[src/rtl/serial_adder.sv]
// serial_adder: multi-cycle adder, DIGIT bits per clock over a registered carry.
// Optional subtract mode under SERIAL_ADDER_SUB_EN.
module serial_adder #(
  parameter int WIDTH = 16,
  parameter int DIGIT = 4
) (
  input  logic             clk,
  input  logic             rst_n,
  input  logic             start,
  input  logic [WIDTH-1:0] a,
  input  logic [WIDTH-1:0] b,
  input  logic             cin,
`ifdef SERIAL_ADDER_SUB_EN
  input  logic             sub,
`endif
  output logic             busy,
  output logic             done,
  output logic [WIDTH-1:0] sum,
  output logic             cout,
  output logic             ovf
);

  localparam int N  = WIDTH / DIGIT;
  localparam int CW = (N > 1) ? $clog2(N) : 1;

  typedef enum logic [1:0] {
    IDLE,
    RUN,
    DONE
  } state_t;

  state_t           state;
  state_t           state_nxt;
  logic             load;
  logic             last;
  logic [CW-1:0]    cnt;
  logic [WIDTH-1:0] a_sh;
  logic [WIDTH-1:0] b_sh;
  logic             carry;
  logic [WIDTH-1:0] acc;
  logic [WIDTH-1:0] acc_nxt;
  logic [DIGIT:0]   slice;
  logic             msb_cin;
  logic [WIDTH-1:0] b_in;
  logic             c_in;

  assign last = (cnt == CW'(N - 1));
  assign busy = (state == RUN);
  assign done = (state == DONE);

  // Subtraction folds into the add: invert B once at latch, force carry-in.
`ifdef SERIAL_ADDER_SUB_EN
  assign b_in = sub ? ~b : b;
  assign c_in = sub ? 1'b1 : cin;
`else
  assign b_in = b;
  assign c_in = cin;
`endif

  always_comb begin
    slice = {1'b0, a_sh[DIGIT-1:0]}
          + {1'b0, b_sh[DIGIT-1:0]}
          + {{DIGIT{1'b0}}, carry};
    msb_cin = slice[DIGIT-1]
            ^ a_sh[DIGIT-1]
            ^ b_sh[DIGIT-1];
    acc_nxt = (acc >> DIGIT)
            | (WIDTH'(slice[DIGIT-1:0]) << (WIDTH - DIGIT));
  end

  always_ff @(posedge clk or negedge rst_n) begin
    if (!rst_n) begin
      state <= IDLE;
    end else begin
      state <= state_nxt;
    end
  end

  always_comb begin
    state_nxt = state;
    load      = 1'b0;
    unique case (state)
      IDLE: begin
        if (start) begin
          load      = 1'b1;
          state_nxt = RUN;
        end
      end
      RUN: begin
        if (last) begin
          state_nxt = DONE;
        end
      end
      DONE: begin
        if (start) begin
          load      = 1'b1;
          state_nxt = RUN;
        end else begin
          state_nxt = IDLE;
        end
      end
      default: state_nxt = IDLE;
    endcase
  end

  // sum/cout/ovf are shadow registers: only the final slice updates them.
  always_ff @(posedge clk or negedge rst_n) begin
    if (!rst_n) begin
      a_sh  <= '0;
      b_sh  <= '0;
      carry <= 1'b0;
      cnt   <= '0;
      acc   <= '0;
      sum   <= '0;
      cout  <= 1'b0;
      ovf   <= 1'b0;
    end else if (load) begin
      a_sh  <= a;
      b_sh  <= b_in;
      carry <= c_in;
      cnt   <= '0;
    end else if (state == RUN) begin
      a_sh  <= a_sh >> DIGIT;
      b_sh  <= b_sh >> DIGIT;
      carry <= slice[DIGIT];
      cnt   <= cnt + 1'b1;
      acc   <= acc_nxt;
      if (last) begin
        sum  <= acc_nxt;
        cout <= slice[DIGIT];
        ovf  <= msb_cin ^ slice[DIGIT];
      end
    end
  end

endmodule
[config.mk]
export PLATFORM = sky130hd
export DESIGN_NAME = serial_adder
export DESIGN_NICKNAME = d
export VERILOG_FILES = /design/src/rtl/serial_adder.sv
export SDC_FILE = /design/constraint.sdc
export NUM_CORES = 1
export LEC_CHECK = 0
export CORE_MARGIN = 1.5
export CORE_UTILIZATION = 40
export CTS_BUF_LIST = sky130_fd_sc_hd__clkbuf_2
export DETAILED_ROUTE_END_ITERATION = 6
export SLEW_MARGIN = 20
export SYNTH_ARGS = -nofsm -noshare
export SYNTH_HDL_FRONTEND = slang
export SYNTH_SLANG_ARGS = --single-unit
[constraint.sdc]
create_clock -name clk -period 3.63 [get_ports clk]
set_clock_uncertainty 0.15 [all_clocks]
set_input_delay 0.726 -clock clk [delete_from_list [all_inputs] [get_ports clk]]
set_output_delay 0.726 -clock clk [all_outputs]
set_load 0.02 [all_outputs]
# [Word-level counts from Yosys, hierarchy flattened]
# Index checks and enable logic that the tools add are counted.
[word_totals] ff_bits=71 latch_bits=0 ram_bits=0 romBits=0 in_bits=36 elab_cells=42 n_memories=0
[op_classes] add_sub_neg=3 n_mul=0 div=0 magnitude_cmp=0 eq_ne=5 shifts=0 n_mux=14 bitwise=5 reduce_logical=6
[ops] operator="$mux 16" n=4
[ops] operator="$or 12x16->16" n=1
[ops] operator="$mux 2" n=4
[ops] operator="$pmux 2 s3" n=1
[ops] operator="$add 4x4->5" n=1
[ops] operator="$add 5x1->5" n=1
[ops] operator="$mux 1" n=5
[ops] operator="$eq 2x2->1 const B" n=2
[ops] operator="$reduce_and 2->1" n=2
[ops] operator="$reduce_and 3->1" n=1
[ops] operator="$xor 1x1->1" n=3
[ops] operator="$add 2x1->2 const B" n=1
[ops] operator="$eq 2x1->1 const B" n=1
[ops] operator="$logic_not 2->1" n=1
[ops] operator="$ne 2x1->1 const B" n=1
[ops] operator="$ne 2x2->1 const B" n=1
[ops] operator="$reduce_bool 2->1" n=1
[ops] operator="$reduce_or 2->1" n=1
[ops] operator="$not 1->1" n=1

# [Logic depth before layout (Yosys ltp)]
[depth] word_depth=5 depth_mapped=8

# [Least setup slack after synthesis]
# Ideal clock, no wire load.
[synth_timing] kind="register to register" from="reg a_sh[0]" to="reg ovf" setup_ps=119 arrival_time_ps=1660 setup_slack_ps=1701 path_stages_with_launch=9 n_path_buf=0 period_less_slack_ps=1929 path_cell_list="dfrtp_1 > fa_1 > inv_1 > fa_1 > nand2b_1 > o2bb2ai_1 > xnor2_1 > xnor2_1 > o21ai_2"
[synth_between] elab_chain_len=5
[synth_rtl] element="start, declared" line="37" text="logic [WIDTH-1:0] a_sh;"
[synth_rtl] element="start signal, assigned" line="123" text="a_sh <= a_sh >> DIGIT;"
[synth_rtl] element="$add 4x4->5 *" line="62" text="+ {1'b0, b_sh[DIGIT-1:0]}"
[synth_rtl] element="$add 5x1->5 *" line="63" text="+ {{DIGIT{1'b0}}, carry};"
[synth_rtl] element="$xor 1x1->1" line="65" text="^ a_sh[DIGIT-1]"
[synth_rtl] element="$xor 1x1->1" line="66" text="^ b_sh[DIGIT-1];"
[synth_rtl] element="$xor 1x1->1 *" line="131" text="ovf <= msb_cin ^ slice[DIGIT];"
[synth_rtl] element="end signal, assigned" line="131"
[synth_rtl] element="end, declared" line="20" text="output logic ovf"
# Mark *: on every way between the ends. The rest lies on a longest branch, timed or not.
# A chain may end at the register's enable or synchronous reset.

# [Worst setup path in the final report]
[layout_timing] from="reg state[1]" to="out busy"
[layout_between] elab_chain_len=1
[layout_rtl] element="start, declared" line="32" text="state_t state;"
[layout_rtl] element="start signal, assigned" line="75" text="state <= state_nxt;"
[layout_rtl] element="$eq 2x1->1" line="48" text="assign busy = (state == RUN);"
[layout_rtl] element="end, declared" line="16" text="output logic busy,"
# No other way between the ends.

==> run summary <==
Setup Buffers After CTS: 0
Hold/Removal Path Class: in -> async
root buf cell: clkbuf_2
Worst-Margin Slew: 829 ps
CTS tree: built
first-pass detailed-route iteration total: 4
Syn-to-layout area delta: 25.8%
worst slack at placement: 1250 ps
CP peak stage delay: 610 ps
relative slew slack: 0.447
first-pass GRT wire length: 8720 µm
drt wl/cell: 13.1 µm
post-synthesis net count: 290
most frequent cells in the layout: nand2_1, dfrtp_1, clkdlybuf4s50_1
gr ovfl total: 0
total track usage: 0.152
Filler Cells Inserted: 635
TNS Setup: 0 ps
DRC: 0
top cells by area in the synthesized netlist: dfrtp_1, nand2_1, a22oi_1, mux2_4, a22o_1
Max Buffers Root-to-Sink: 2
Startpoint Class: flop
Final min period: 2790 ps
post-cts resize count: 0
multi-input logic area: 1040 µm²
unique cell type count in the Yosys netlist: 29
Final Cycle Share: 0.768
share of cells above drive strength 1: 0.127
Post-Route WL: 5270 µm
Die Span Y: 87.3 µm
Cells after Synth: 248
max-slew violation count: 0
critical path peak fanout: 19
WS Path Type: reg -> out
die width: 87.3 µm
kind of end point of the critical path: output port
final hold viol count: 0
PwrDens: 903 nW/µm²
Ant. Diodes: 0
syn_area_per_cell: 11.5 µm²
Yosys top cell by area: dfrtp_1
Layout Nets: 345
WP buf/inv: 3
Synth warnings: 0
Hold-fix buffers, CTS: 0
Site Rows: 30
Worst EP required: 2750 ps
total die area: 7630 µm²
clock transition at the registers of the reported paths: 180 ps
VDD IR max: 0.245 mV
leakage: 1.73 nW
CTS Sinks: 67
Synth Flop Type: dfrtp_1
share of the synthesized area in the top cell type: 0.589
Starting Density: 0.416
worst path arrival time: 1910 ps
core area: 6830 µm²
largest net degree at the start of global routing: 37
Synth Register Bits: 67
Placer Congestion: 0.717
Reg area: 1680 µm²
critical path cell sequence: nand2b_1, buf_4, clkinv_4, clkdlybuf4s50_1
status: complete, no violations
initial antenna violation count: 0
mapped cell area: 2850 µm²
post-layout util: 0.524
total of max-cap violations: 0
final worst-path setup slack: 841 ps
Final Setup Violations: 0
Tot Pwr: 0.00323 W
DR iter-0 viols: 83
post-synthesis sequential area ratio: 0.589
RSZ-0062 raised after global routing: no
Post-DRT Antenna Nets: 0
IO Pins: 56
CTS Buf Count: 9
vias in the first global route: 1,856
Crit-path slowest cell: clkdlybuf4s50_1
EDFF count, synth: 0
Post-synth ARST share: 1.00
hpwl dp: 3470 µm
cell family with most CP delay: buffers and inverters
clk_lat worst skew: 470 ps
Port Buf Inserts: 55
Max Fclk: 359 MHz
Cells after DPL: 388
H-tree depth: 3
vias: 1,951
Finished Layout Cells: 404
most common cell after layout, fill and taps aside: nand2_1
vias per cell: 4.83
synth_stat cells (2+ instances only):
cell / instances
buf_2: 8
a22oi_1: 23
fa_1: 2
a22o_1: 9
mux2_4: 9
xnor2_1: 3
nor2b_1: 2
a221o_1: 2
inv_1: 4
ha_1: 4
nand2b_1: 2
mux2_2: 4
nor3_1: 2
buf_6: 5
nand2_1: 80
clkbuf_1: 2
o21ai_0: 9
dfrtp_1: 67
layer usage:
metal / vias up / GRT usage / share of wire
li1: 950 / - / -
met1: 937 / 0.196 / 0.46
met2: 59 / 0.233 / 0.47
met3: 5 / 0.0645 / 0.064
met4: 0 / 0.0476 / 0.0076
met5: - / 0 / 0
report_power, final:
group | internal [W] | switching [W] | total (W)
Combinational | 0.000688 | 0.000785 | 0.00147
Clock | 0.000221 | 0.000256 | 0.000477
Sequential | 0.00108 | 0.000198 | 0.00128
Total | 0.00199 | 0.00124 | 0.00323
state kept, by name, summed over array words and instances, names as in the netlist:
signal / count
cnt: 2
sum: 16
a_sh: 16
ovf: 1
carry: 1
state: 2
cout: 1
b_sh: 16
acc: 12
cell type report:
class / instances / area share
repair buffers: 59 / 0.164
inverters: 5 / 0.00664
multi-input cells: 161 / 0.292
well taps: 96 / 0.0336
flip-flops and latches: 67 / 0.468
clock buffers: 9 / 0.0126
clock inverters: 7 / 0.0231
metrics by stage:
step,hold WS (ps),instance area (µm²)
6_report,179,3580
3_3_place_gp,306,3450
2_1_floorplan,280,2850
4_1_cts,143,3580
3_5_place_dp,313,3450
5_1_grt,151,3580
logic make-up (layout without fill, tap and decap cells):
group | after synthesis | count (layout) | share of synthesized area
multiplexers | 13 | 13 | 0.0633
adder cells (fa/ha/maj) | 6 | 6 | 0.0317
buffers and inverters | 20 | 80 | 0.0449
AO/OA/AOI/OAI | 48 | 48 | 0.126
XOR/XNOR | 5 | 5 | 0.0180
flip-flops | 67 | 67 | 0.589
AND/OR/NAND/NOR | 89 | 89 | 0.127
path summary, 6_finish.rpt:
kind,from,to,slack [ps],depth (start not counted)
max,state[1],busy,840,4
min,rst_n,sum[4],180,1
max reg2reg,state[0],carry,1380,7
min reg2reg,b_sh[6],b_sh[6],350,2
max in group asynchronous,rst_n,a_sh[7],2490,2
min in group clk,b_sh[6],b_sh[6],350,2
(Power assumes the default switching activity.)
